File: config.mk
export PLATFORM = sky130hd
export DESIGN_NAME = bit_deser
export DESIGN_NICKNAME = d
export VERILOG_FILES = /design/src/rtl/bit_deser_pkg.sv /design/src/rtl/bit_deser_fifo.sv /design/src/rtl/bit_deser.sv
export SDC_FILE = /design/constraint.sdc
export NUM_CORES = 1
export LEC_CHECK = 0
export ABC_CLOCK_PERIOD_IN_PS = 2400
export BUFFER_PORTS_ARGS = -buffer_cell sky130_fd_sc_hd__clkbuf_2
export CAP_MARGIN = 10
export CORE_ASPECT_RATIO = 0.6
export CORE_UTILIZATION = 35
export CTS_CLUSTER_SIZE = 16
export DETAILED_ROUTE_END_ITERATION = 10
export PLACE_DENSITY = 0.62
export SETUP_SLACK_MARGIN = 0.4
export SYNTH_ARGS = -nofsm -noshare
export SYNTH_HDL_FRONTEND = slang
export SYNTH_SLANG_ARGS = --single-unit
File: constraint.sdc
create_clock -name clk -period 2.4 [get_ports clk]
set_input_delay 0.12 -clock clk [delete_from_list [all_inputs] [get_ports clk]]
set_output_delay 0.12 -clock clk [all_outputs]
set_load 0.01 [all_outputs]
File: src/rtl/bit_deser_pkg.sv
// Shared types and constants for the bit_deser serial receiver.
package bit_deser_pkg;

   typedef enum logic [1:0] {
      HUNT = 2'd0,
      LEN  = 2'd1,
      DATA = 2'd2,
      CSUM = 2'd3
   } state_e;

   localparam logic [7:0] SYNC_DEFAULT = 8'hA5;

   typedef struct packed {
      logic       sop;
      logic       eop;
      logic [7:0] data;
   } fifo_entry_t;

endpackage

File: src/rtl/bit_deser_fifo.sv
// deser_fifo: first-word-fall-through FIFO of fifo_entry_t.
// A push into a full FIFO is accepted only when a pop happens in the same cycle.
module deser_fifo
   import bit_deser_pkg::*;
#(
   parameter int unsigned DEPTH = 4
) (
   input  logic        clk,
   input  logic        rst_n,
   input  logic        push_i,
   input  fifo_entry_t entry_i,
   input  logic        pop_i,
   output fifo_entry_t head_o,
   output logic        full_o,
   output logic        empty_o
);

   localparam int unsigned AW = (DEPTH > 1) ? $clog2(DEPTH) : 1;

   fifo_entry_t   mem_q [DEPTH];
   logic [AW-1:0] wr_q;
   logic [AW-1:0] rd_q;
   logic [AW:0]   cnt_q;
   logic          do_push;
   logic          do_pop;

   assign full_o  = (cnt_q == (AW+1)'(DEPTH));
   assign empty_o = (cnt_q == '0);
   assign do_pop  = pop_i && !empty_o;
   assign do_push = push_i && (!full_o || do_pop);
   assign head_o  = mem_q[rd_q];

   // Pointer and occupancy bookkeeping.
   always_ff @(posedge clk or negedge rst_n) begin
      if (!rst_n) begin
         wr_q  <= '0;
         rd_q  <= '0;
         cnt_q <= '0;
      end else begin
         if (do_push) wr_q <= wr_q + 1'b1;
         if (do_pop)  rd_q <= rd_q + 1'b1;
         if (do_push && !do_pop)      cnt_q <= cnt_q + 1'b1;
         else if (do_pop && !do_push) cnt_q <= cnt_q - 1'b1;
      end
   end

   // Entry storage; contents are don't-care while empty.
   always_ff @(posedge clk) begin
      if (do_push) mem_q[wr_q] <= entry_i;
   end

endmodule

File: src/rtl/bit_deser.sv
// bit_deser: MSB-first serial receiver. Hunts for a sync byte, reads a length
// byte, then packs payload bytes with SOP/EOP into an output FWFT FIFO.
// Optional macro BIT_DESER_CHECKSUM_EN adds a trailing XOR checksum byte
// (CSUM state) and the crc_err_o pulse output.
module bit_deser
   import bit_deser_pkg::*;
#(
   parameter logic [7:0]  SYNC_WORD  = SYNC_DEFAULT,
   parameter int unsigned FIFO_DEPTH = 4
) (
   input  logic       clk,
   input  logic       rst_n,
   input  logic       bit_i,
   input  logic       bit_valid_i,
   output logic [7:0] data_o,
   output logic       valid_o,
   input  logic       ready_i,
   output logic       sop_o,
   output logic       eop_o,
   output logic [7:0] len_o,
   output logic       busy_o,
   output logic       frame_done_o,
   output logic       len_err_o,
   output logic       ovf_o,
   input  logic       ovf_clr_i
`ifdef BIT_DESER_CHECKSUM_EN
   ,
   output logic       crc_err_o
`endif
);

   state_e      state_q, state_d;
   logic [7:0]  sr_q, sr_d;
   logic [2:0]  bit_cnt_q, bit_cnt_d;
   logic [7:0]  rem_q, rem_d;
   logic [7:0]  len_q, len_d;
   logic        first_q, first_d;
   logic        frame_done_q, frame_done_d;
   logic        len_err_q, len_err_d;
   logic        ovf_q, ovf_d;
   logic [7:0]  byte_in;
   logic        last_bit;
   logic        push;
   logic        pop;
   logic        full;
   logic        empty;
   fifo_entry_t push_entry;
   fifo_entry_t head;
`ifdef BIT_DESER_CHECKSUM_EN
   logic [7:0]  csum_q, csum_d;
   logic        crc_err_q, crc_err_d;
`endif

   assign byte_in  = {sr_q[6:0], bit_i};
   assign last_bit = (bit_cnt_q == 3'd7);
   assign pop      = valid_o && ready_i;

   // Next-state logic: everything advances only on a qualified bit.
   always_comb begin
      state_d      = state_q;
      sr_d         = sr_q;
      bit_cnt_d    = bit_cnt_q;
      rem_d        = rem_q;
      len_d        = len_q;
      first_d      = first_q;
      frame_done_d = 1'b0;
      len_err_d    = 1'b0;
      push         = 1'b0;
      push_entry   = '{sop: first_q, eop: (rem_q == 8'd1), data: byte_in};
`ifdef BIT_DESER_CHECKSUM_EN
      csum_d       = csum_q;
      crc_err_d    = 1'b0;
`endif
      if (bit_valid_i) begin
         sr_d      = byte_in;
         bit_cnt_d = bit_cnt_q + 3'd1;
         unique case (state_q)
            HUNT: begin
               if (byte_in == SYNC_WORD) begin
                  state_d   = LEN;
                  bit_cnt_d = '0;
               end
            end
            LEN: begin
               if (last_bit) begin
                  if (byte_in == '0) begin
                     len_err_d = 1'b1;
                     state_d   = HUNT;
                  end else begin
                     len_d   = byte_in;
                     rem_d   = byte_in;
                     first_d = 1'b1;
                     state_d = DATA;
`ifdef BIT_DESER_CHECKSUM_EN
                     csum_d  = byte_in;
`endif
                  end
               end
            end
            DATA: begin
               if (last_bit) begin
                  push    = 1'b1;
                  first_d = 1'b0;
                  rem_d   = rem_q - 8'd1;
`ifdef BIT_DESER_CHECKSUM_EN
                  csum_d  = csum_q ^ byte_in;
                  if (rem_q == 8'd1) state_d = CSUM;
`else
                  if (rem_q == 8'd1) begin
                     frame_done_d = 1'b1;
                     state_d      = HUNT;
                  end
`endif
               end
            end
            CSUM: begin
`ifdef BIT_DESER_CHECKSUM_EN
               if (last_bit) begin
                  crc_err_d    = (byte_in != csum_q);
                  frame_done_d = 1'b1;
                  state_d      = HUNT;
               end
`else
               state_d = HUNT;
`endif
            end
            default: state_d = HUNT;
         endcase
      end
   end

   // Sticky overflow flag; a drop in the same cycle as a clear wins.
   always_comb begin
      ovf_d = ovf_q;
      if (ovf_clr_i)               ovf_d = 1'b0;
      if (push && full && !pop)    ovf_d = 1'b1;
   end

   // Receiver state registers.
   always_ff @(posedge clk or negedge rst_n) begin
      if (!rst_n) begin
         state_q      <= HUNT;
         sr_q         <= '0;
         bit_cnt_q    <= '0;
         rem_q        <= '0;
         len_q        <= '0;
         first_q      <= 1'b0;
         frame_done_q <= 1'b0;
         len_err_q    <= 1'b0;
         ovf_q        <= 1'b0;
      end else begin
         state_q      <= state_d;
         sr_q         <= sr_d;
         bit_cnt_q    <= bit_cnt_d;
         rem_q        <= rem_d;
         len_q        <= len_d;
         first_q      <= first_d;
         frame_done_q <= frame_done_d;
         len_err_q    <= len_err_d;
         ovf_q        <= ovf_d;
      end
   end

`ifdef BIT_DESER_CHECKSUM_EN
   // Running checksum and its error pulse.
   always_ff @(posedge clk or negedge rst_n) begin
      if (!rst_n) begin
         csum_q    <= '0;
         crc_err_q <= 1'b0;
      end else begin
         csum_q    <= csum_d;
         crc_err_q <= crc_err_d;
      end
   end

   assign crc_err_o = crc_err_q;
`endif

   deser_fifo #(
      .DEPTH (FIFO_DEPTH)
   ) u_fifo (
      .clk     (clk),
      .rst_n   (rst_n),
      .push_i  (push),
      .entry_i (push_entry),
      .pop_i   (pop),
      .head_o  (head),
      .full_o  (full),
      .empty_o (empty)
   );

   assign valid_o      = !empty;
   assign data_o       = empty ? '0 : head.data;
   assign sop_o        = !empty && head.sop;
   assign eop_o        = !empty && head.eop;
   assign len_o        = len_q;
   assign busy_o       = (state_q != HUNT);
   assign frame_done_o = frame_done_q;
   assign len_err_o    = len_err_q;
   assign ovf_o        = ovf_q;

endmodule

==> metrics.txt, run 1 <==
RSZ-0062 raised after global routing true; number of global-route vias before repair 2132; pwr/cell area 1000 nW/um^2; total gr overflow 0; DP Cell Count 403; Comb power frac 0.248; Total GRT Usage 0.156; startpoint types flip-flop; Synth Instances 245; Final period util 0.828; Detailed Place HPWL 4750 um; multi-input logic area 1260 sq um; LEAKAGE 1.73 nW; Yosys reg bits 79; Avg WL per Cell 16.5 um; Starting DRT DRC Count 168; worst slew pin tran 992 ps; HP Start ready_i; # rows 27; mapped cell area 3440 sq um; P_int 3.04 mW; final setup vio count 0; post-synth net total 261; register area 2180 sq um; pins over their slew limit 0; Top-Level Pins 29; CTS tree yes; # diodes 0; Clock Sinks 79; most frequent cell after synthesis edfxtp_1; ranking of synthesized cells by area edfxtp_1 (35%), dfrtp_1 (28%), mux4_2 (6.6%); global-route wire length before repair 11500 um; part of the power in the clock network 0.322; Async SR Flop Fraction 0.494; vias per cell 4.92; largest net degree at the start of global routing 40; Vias 2121; Worst EP arrival 2240 ps; core area 9360 sq um; Fill cells 844; Final Util 0.455; worst setup path startpoint bit_cnt_q[0]; worst vdd ir 0.000558 V; leading area contributor after synthesis edfxtp_1; Post-synth top cells edfxtp_1 (40), dfrtp_1 (39), nand2_1 (28), and2_1 (15); drt pass-1 iters 4; CP Data Required Time 2650 ps; Flop pwr share 0.430; CTS clock-pin slew for the worst setup and hold paths 60 ps; # DRC 0; warnings from Yosys 0; status complete, no violations; max_slew headroom 0.339; final setup TNS 0 ps; Worst path max stage delay 360 ps; Top delay family on crit path adder cells; prevailing post-synth register cell edfxtp_1; final hold vios 0; Post-DRT Antenna Nets 0; Layout Area Growth over Synthesis 23.7%; slowest CP cell dfrtp_1; clk_lat worst skew 330 ps; fin crit period 1990 ps; FF-to-FF Start bit_cnt_q[0]; Post-synth EDFFs 40; CP endpoint kind flip-flop; Cell Chain, Critical Path ha_2 > ha_4 > nand3_4 > nor2_4 > ha_4 > inv_1 > fa_2 > xor2_1 > nor2_1 > xor2_1; synthesized area per cell 14.0 sq um; P_sw 1.23 mW; DIE HEIGHT 78.8 um; Sw Ratio 0.289; Initial Util 0.367; Non-Filler Instances 431; Worst Hold Class in2reg; Final Wtd Congestion 0.810; share of cells above drive strength 1 0.336; root buf cell clkbuf_16; CTS buffer count 9; WL final 7100 um; initial antenna violation count 0; Synth top area share 0.349; DIE AREA 10200 sq um; Setup CP Type reg2reg; DIE WIDTH 130 um; peak fanout along the critical path 5; Seq/Total Area, Yosys 0.633; CP bufs+invs 1; total power 4.27 mW; Fmax 503 MHz; Longest Clk Path Bufs 2; Max-Cap Viols 0; nets 312; Synth cell types 49; clk_skew 7.00 ps; PortBufs 28; H-tree depth 3
[what timing repair did]
item	4_1_cts	5_1_grt
resized for setup	3	3
endpoints found under the hold margin	40	0
setup endpoints to repair	9	13
setup buffers	4	6
gates cloned	0	0
pin swaps	1	4
hold buffers	2	0
[cell type report]
type / instances / share of cell area
Clock buffer: 11 / 0.0594
Clock inverter: 5 / 0.0132
Inverter: 10 / 0.00882
Multi-Input combinational cell: 147 / 0.297
Sequential cell: 79 / 0.512
Tap cell: 130 / 0.0382
Timing Repair Buffer: 49 / 0.0712
[metrics by stage]
step	worst slack, ps	hold slack [ps]	cell area (sq um)
finish	412	131	4250
global route	315	140	4250
CTS	397	102	4200
detailed placement	255	324	3830
global placement	286	318	3830
floorplan	418	-176	3490
[tightest hold or removal path: cells and delay by family]
family,cells,cell delay (ps)
buffers and inverters,1,130
AND/OR/NAND/NOR,1,110
XOR/XNOR,1,60
[state kept, by name, indices dropped and copies added (netlist names)]
name and flops:
bit_cnt_q 3, first_q 1, frame_done_o 1, len_err_o 1
len_o 8, ovf_o 1, rem_q 8, sr_q 7
state_q 2, u_fifo.cnt_q 3, u_fifo.mem_q 40, u_fifo.rd_q 2
u_fifo.wr_q 2
[final timing paths]
kind / end / slack [ps] / cells past startpoint
worst min-delay path: u_fifo.rd_q[0] / 130 / 3
max in group asynchronous: u_fifo.cnt_q[0] / 1230 / 2
worst min register to register: len_o[0] / 480 / 2
worst max register to register: u_fifo.cnt_q[2] / 410 / 10
worst max-delay path: u_fifo.cnt_q[2] / 410 / 10
min in group asynchronous: u_fifo.wr_q[0] / 490 / 2
[power by group through the flow]
stage / clock, mW / combinational [mW] / sequential (mW)
floorplan: 0 / 0.716 / 1.78
global placement: 0 / 1.03 / 1.84
detailed placement: 0 / 1.05 / 1.84
CTS: 1.41 / 1.05 / 1.83
global route: 1.47 / 1.18 / 1.86
finish: 1.37 / 1.06 / 1.83
[cell families after synthesis]
| group | Yosys count | synth area share |
|---|---|---|
| compound gates | 32 | 0.0637 |
| xor+xnor | 6 | 0.0153 |
| fa+ha+maj | 10 | 0.0386 |
| buf+inv | 19 | 0.0218 |
| flops | 79 | 0.633 |
| mux | 21 | 0.101 |
| simple gates | 78 | 0.126 |
[routing by layer]
layer | up-vias | share of wire | wire, um | global-route usage
li1 | 1000 | - | - | -
met1 | 1056 | 0.52 | 3660 | 0.229
met2 | 61 | 0.41 | 2890 | 0.213
met3 | 4 | 0.070 | 496 | 0.0532
met4 | 0 | 0.0063 | 45 | 0.0523
met5 | - | 0 | 0 | 0
[layout by cell type (no fill, tap or decap), types with 2 or more instances in the layout]
master          n
and2_1         14
nand2_1        27
ha_1            6
o22a_1          2
nand3_1         5
clkbuf_2       28
a21oi_1         5
dlygate4sd3_1   2
inv_1          10
mux4_2         10
xnor2_1         4
clkbuf_8        2
edfxtp_1       40
buf_4          19
nor2_1          8
mux2_2         10
nor4b_4         2
o22ai_1         3
dfrtp_1        38
xor2_1          2
a22o_1          4
ha_4            2
or3_1           2
o21ai_0         7
clkbuf_16       9
and2_2          2
a22oi_1         3
clkinv_2        2
and3_1          2
No activity file was read; power rests on OpenSTA's default activity.
==> run 2: changes to the inputs <==
ABC_CLOCK_PERIOD_IN_PS = 1900   (was 2400)
clock period = 1.9 ns   (was 2.4 ns; I/O delays follow)
==> run 2 against run 1 <==
Against the previous run:
- the run now ends with setup timing left
- largest cell class unchanged
- sequential cell count is the same
- clock skew is essentially flat
- worst hold slack better by 8.5 ps
- clock power rose by 42%
- final cell count increased by 8.1%
- sequential share of layout area decreased by 6.3 points
- register-to-register slack worse by 420 ps
- combinational power increased by 81%
- first-iteration DRC count increased by 13%
- critical endpoint unchanged
- core utilization is 6.4 points higher
==> metrics.txt, run 2 (synthesized netlist as in run 1, its figures left out) <==
CTS clock-pin slew for the worst setup and hold paths 60 ps (about the same); slowest CP cell dfrtp_1; CP Data Required Time 2150 ps (-500 ps); CP endpoint kind flip-flop; startpoint types flip-flop; final setup TNS -4.84 ps (-4.84 ps); max_slew headroom 0.648 (+0.310); Initial Util 0.367 (unchanged); Top reg by flops u_fifo.mem_q; # DRC 0 (unchanged); core area 9360 sq um (unchanged); nets 347 (+11%); Cell Chain, Critical Path ha_2 > ha_4 > nand3_4 > nor2_4 > ha_4 > inv_2 > fa_2 > xor2_1 > nor2_1 > xor2_1; total power 6.16 mW (+44%); Vias 2371 (+12%); final hold vios 0 (unchanged); CTS buffer count 9 (unchanged); # diodes 0 (unchanged); final setup vio count 1 (+1); Fmax 525 MHz (+4.4%); Clock Sinks 79 (unchanged); clk_skew 6.69 ps (-0.312 ps); vias per cell 5.09 (+3.4%); max reg flops 40 (unchanged); Longest Clk Path Bufs 2 (unchanged); final worst slack -4.84 ps (-417 ps); Setup CP Type reg2reg; PortBufs 28 (unchanged); peak fanout along the critical path 2 (-3); number of global-route vias before repair 2418 (+13%); Avg WL per Cell 18.0 um (+9.4%); DP Cell Count 419 (+4.0%); part of the power in the clock network 0.317 (-0.005); CTS tree yes; WL final 8390 um (+18%); Detailed Place HPWL 4950 um (+4.2%); Final period util 1.00 (+0.174); violated checks setup timing; largest net degree at the start of global routing 40 (unchanged); global-route wire length before repair 13400 um (+17%); worst slew pin tran 528 ps (-464 ps); Layout Area Growth over Synthesis 41.0%; met1 Use GR 0.274 (+0.0449); Starting DRT DRC Count 190 (+13%); initial antenna violation count 0 (unchanged); share of cells above drive strength 1 0.518 (+0.182); P_sw 1.70 mW (+38%); Final Wtd Congestion 0.816 (+0.80%); total gr overflow 0 (unchanged); global route hottest layer met1; Worst path max stage delay 350 ps (about the same); Post-DRT Antenna Nets 0 (unchanged); root buf cell clkbuf_16; Top-Level Pins 29 (unchanged); pins over their slew limit 0 (unchanged); Total GRT Usage 0.183 (+0.0268); pwr/cell area 1270 nW/um^2 (+27%); DIE AREA 10200 sq um (unchanged); DIE HEIGHT 78.8 um (unchanged); clk_lat worst skew 330 ps (about the same); # rows 27 (unchanged); Comb power frac 0.312 (+0.064); worst vdd ir 0.000490 V (-12%); fin crit period 1900 ps (-83.4 ps); H-tree depth 3 (unchanged); Non-Filler Instances 466 (+8.1%); RSZ-0062 raised after global routing true; Worst EP arrival 2160 ps (-80 ps); met2 Use GR 0.259 (+0.0460); Max-Cap Viols 0 (unchanged); DIE WIDTH 130 um (unchanged); most frequent cells in the layout edfxtp_1 (40), dfrtp_1 (37), buf_4 (37), clkbuf_2 (24), nand2_1 (16); Flop pwr share 0.370 (-0.060); most common cell after layout, fill and taps aside edfxtp_1; status finished, violations left; LEAKAGE 1.99 nW (+15%); Sw Ratio 0.276 (-0.0126); P_int 4.46 mW (+47%); drt pass-1 iters 4 (unchanged); Worst Hold Class in2reg; met3 usage 0.0532 (unchanged)
run 2: layer usage:
metal  vias to the layer above  part of all wire
li1                       1081                 -
met3                         7             0.081
met4                         0            0.0086
met5                         -                 0
met1                      1195              0.47
met2                        88              0.44
run 2: stage by stage:
step	cell area [sq um]	setup WS, ps	hold WS [ps]	util
after floorplan	3520	-40.7	-201	-
after global placement	3990	24.4	194	0.426
after detailed placement	3990	-58.2	200	0.426
after CTS	4710	0.234	126	0.503
after global routing	4850	-114	159	0.518
final	4850	-4.84	140	0.518
run 2: power groups by stage:
stage | Sequential [mW] | Clock (mW) | Combinational (mW)
finish | 2.28 | 1.95 | 1.92
global route | 2.30 | 2.08 | 2.10
floorplan | 2.27 | 0 | 0.930
CTS | 2.27 | 2.00 | 1.78
global placement | 2.27 | 0 | 1.52
detailed placement | 2.28 | 0 | 1.56
run 2: worst max-delay path, delay by kind of cell (launching register included):
family        cells  cell delay [ps]
xor+xnor          2              310
fa+ha+maj         4              810
buf+inv           1               30
flops             1              350
simple gates      3              320
run 2: cell type report:
type                            instances  area (sq um)
Timing Repair Buffer                   80           632
Fill cell                             807          4510
Sequential cell                        79          2180
Clock buffer                           12           278
Clock inverter                          4          72.6
Tap cell                              130           163
Multi-Input combinational cell        151          1490
Inverter                               10          37.5
run 2: path summary, 6_finish.rpt:
check	from	end	slack, ps	cells after the start
worst max-delay path	bit_cnt_q[0]	u_fifo.cnt_q[2]	-5	10
worst max register to register	bit_cnt_q[0]	u_fifo.cnt_q[2]	-5	10
worst min-delay path	ready_i	u_fifo.rd_q[1]	140	3
max in group asynchronous	rst_n	u_fifo.rd_q[0]	1150	3
min in group asynchronous	rst_n	u_fifo.wr_q[0]	360	3
worst min register to register	len_o[6]	len_o[6]	490	2
run 2: repair_timing:
item                                   CTS  global route
buffers inserted                        17             5
pin swaps                               43            13
setup endpoints to repair               79            83
cloned                                   7             0
hold buffers                             2             0
resized for setup                       51            31
endpoints found under the hold margin   40             0
==> run 3: changes to the inputs <==
CORE_UTILIZATION = 59   (was 35)
PLACE_DENSITY = 0.9   (was 0.62)
==> run 3 against run 2 <==
Against the previous run:
- the flow still finishes with violations (setup timing)
- total power shrank 8.3%
- critical path depth down 2
- wire length increased by 3.9%
- final cell count is 11% lower
- worst setup slack got worse by 150 ps
- clock power down 36%
- register-to-register slack lost 150 ps
- clock skew rose by 2.2 ps
- count of clock-buffer cells in the layout is 2 lower
- non-clock buffer count fell by 2
- core utilization grew 32 points
- critical endpoint unchanged
==> metrics.txt, run 3 (synthesized netlist as in run 1, its figures left out) <==
Fmax 486 MHz (-7.4%); final setup TNS -314 ps (-309 ps); share of cells above drive strength 1 0.524 (+0.00609); Final period util 1.08 (+0.0806); Initial Util 0.614 (+0.247); # rows 21 (-22%); CP Data Required Time 2170 ps (+20 ps); worst slew pin tran 537 ps (+8.98 ps); Starting DRT DRC Count 207 (+8.9%); WL final 8720 um (+3.9%); nets 345 (-0.58%); vias per cell 5.99 (+18%); most common cell after layout, fill and taps aside edfxtp_1; drt pass-1 iters 5 (+1); final hold vios 0 (unchanged); Clock Sinks 79 (unchanged); initial antenna violation count 0 (unchanged); max reg flops 40 (unchanged); Worst EP arrival 2330 ps (+170 ps); pins over their slew limit 0 (unchanged); CP endpoint kind flip-flop; global-route wire length before repair 12300 um (-8.7%); Post-Place Setup Slack -96.7 ps (-38.5 ps); final setup vio count 6 (+5); Avg WL per Cell 21.1 um (+17%); largest net degree at the start of global routing 40 (unchanged); Top-Level Pins 29 (unchanged); final worst slack -158 ps (-153 ps); Total GRT Usage 0.286 (+0.104); met1 Use GR 0.385 (+0.112); WHS 105 ps (-34.7 ps); RSZ-0062 raised after global routing true; global route hottest layer met2; Worst Hold Class in2reg; CTS buffer count 9 (unchanged); LEAKAGE 1.94 nW (-2.6%); Post-DRT Antenna Nets 0 (unchanged); status finished, violations left; peak fanout along the critical path 2 (unchanged); # DRC 0 (unchanged); Layout Area Growth over Synthesis 36.5%; H-tree depth 3 (unchanged); DIE WIDTH 101 um (-23%); worst vdd ir 0.000716 V (+46%); root buf cell clkbuf_8; Vias 2481 (+4.6%); most frequent cells in the layout edfxtp_1 (40), dfrtp_1 (38), buf_4 (31), buf_6 (22); Max-Cap Viols 0 (unchanged); Longest Clk Path Bufs 2 (unchanged); met3 usage 0.0988 (+0.0455); Top reg by flops u_fifo.mem_q; total gr overflow 0 (unchanged); DIE AREA 6150 sq um (-40%); startpoint types flip-flop; core area 5600 sq um (-40%); pwr/cell area 1200 nW/um^2 (-5.3%); CTS tree yes; # diodes 0 (unchanged); clk_skew 8.94 ps (+2.25 ps); number of global-route vias before repair 2343 (-3.1%); Detailed Place HPWL 4660 um (-5.8%); DIE HEIGHT 61.1 um (-22%); clk_lat worst skew 360 ps (+30 ps); max_slew headroom 0.639 (-0.00896); met2 Use GR 0.453 (+0.194); Final Wtd Congestion 0.846 (+3.7%); Fill cells 261 (-68%); PortBufs 28 (unchanged); fin crit period 2060 ps (+153 ps); violated checks setup timing; Setup CP Type reg2reg; CTS clock-pin slew for the worst setup and hold paths 80 ps (+20 ps)
==> run 3: cell types whose count changed in the layout (fill, tap and decap cells not counted), sizes merged <==
| cell | delta |
|---|---|
| clkbuf | -9 |
| buf | +5 |
| bufinv | -1 |
| clkinv | +1 |
| clkinvlp | +1 |
| inv | +1 |
==> run 3: repair_timing <==
action	in CTS	in global routing
cloned	5	1
hold buffers	2	0
pin swaps	22	23
endpoints found under the hold margin	40	0
setup buffers	12	10
endpoints found under the setup margin	80	83
gates resized for setup	49	57
==> run 3: layout make-up <==
cell class | instances | area (sq um) | share of cell area
sequential | 79 | 2180 | 0.464
multi-input combinational | 151 | 1510 | 0.322
timing repair buffer | 78 | 671 | 0.143
clock buffer | 10 | 128 | 0.0272
tap | 80 | 100 | 0.0213
clock inverter | 6 | 68.8 | 0.0147
inverter | 10 | 37.5 | 0.00800
==> run 3: report_power, final <==
part	internal (mW)	leakage (nW)	switching (mW)	total [mW]
sequential	2.03	0.838	0.250	2.28
combinational	1.24	1.01	0.877	2.12
clock	0.616	0.0973	0.634	1.25
total	3.88	1.94	1.76	5.64
==> run 3: worst max-delay path, stage by stage (launching register included) <==
cell and delay [ps]:
dfrtp_1 430, or3_4 450, nand2_4 100, ha_4 130, inv_2 30, fa_2 330
xor2_1 150, nor2_1 130, xor2_1 220
==> run 3: layer usage <==
layer	routed length, um	part of all wire
met1	3730	0.43
met2	4020	0.46
met3	819	0.094
met4	148	0.017
met5	0	0
==> run 3: worst paths after layout <==
check                      slack [ps]               to  depth (start not counted)       startpoint
setup / recovery                 -160  u_fifo.cnt_q[2]                          8  u_fifo.cnt_q[2]
hold / removal                    110   u_fifo.rd_q[1]                          3          ready_i
setup reg to reg                 -160  u_fifo.cnt_q[2]                          8  u_fifo.cnt_q[2]
hold reg to reg                   490         len_o[3]                          2         len_o[3]
max in group asynchronous        1220   u_fifo.rd_q[0]                          3            rst_n
min in group asynchronous         310   u_fifo.rd_q[1]                          3            rst_n
==> run 3: through the flow <==
step,std cells,utilization,power [mW],instance area [sq um]
after floorplan,245,-,3.20,3520
after global placement,368,0.698,3.69,3910
after detailed placement,368,0.698,3.77,3910
after CTS,403,0.788,5.17,4410
after global routing,414,0.839,5.91,4690
final,414,0.839,5.64,4690
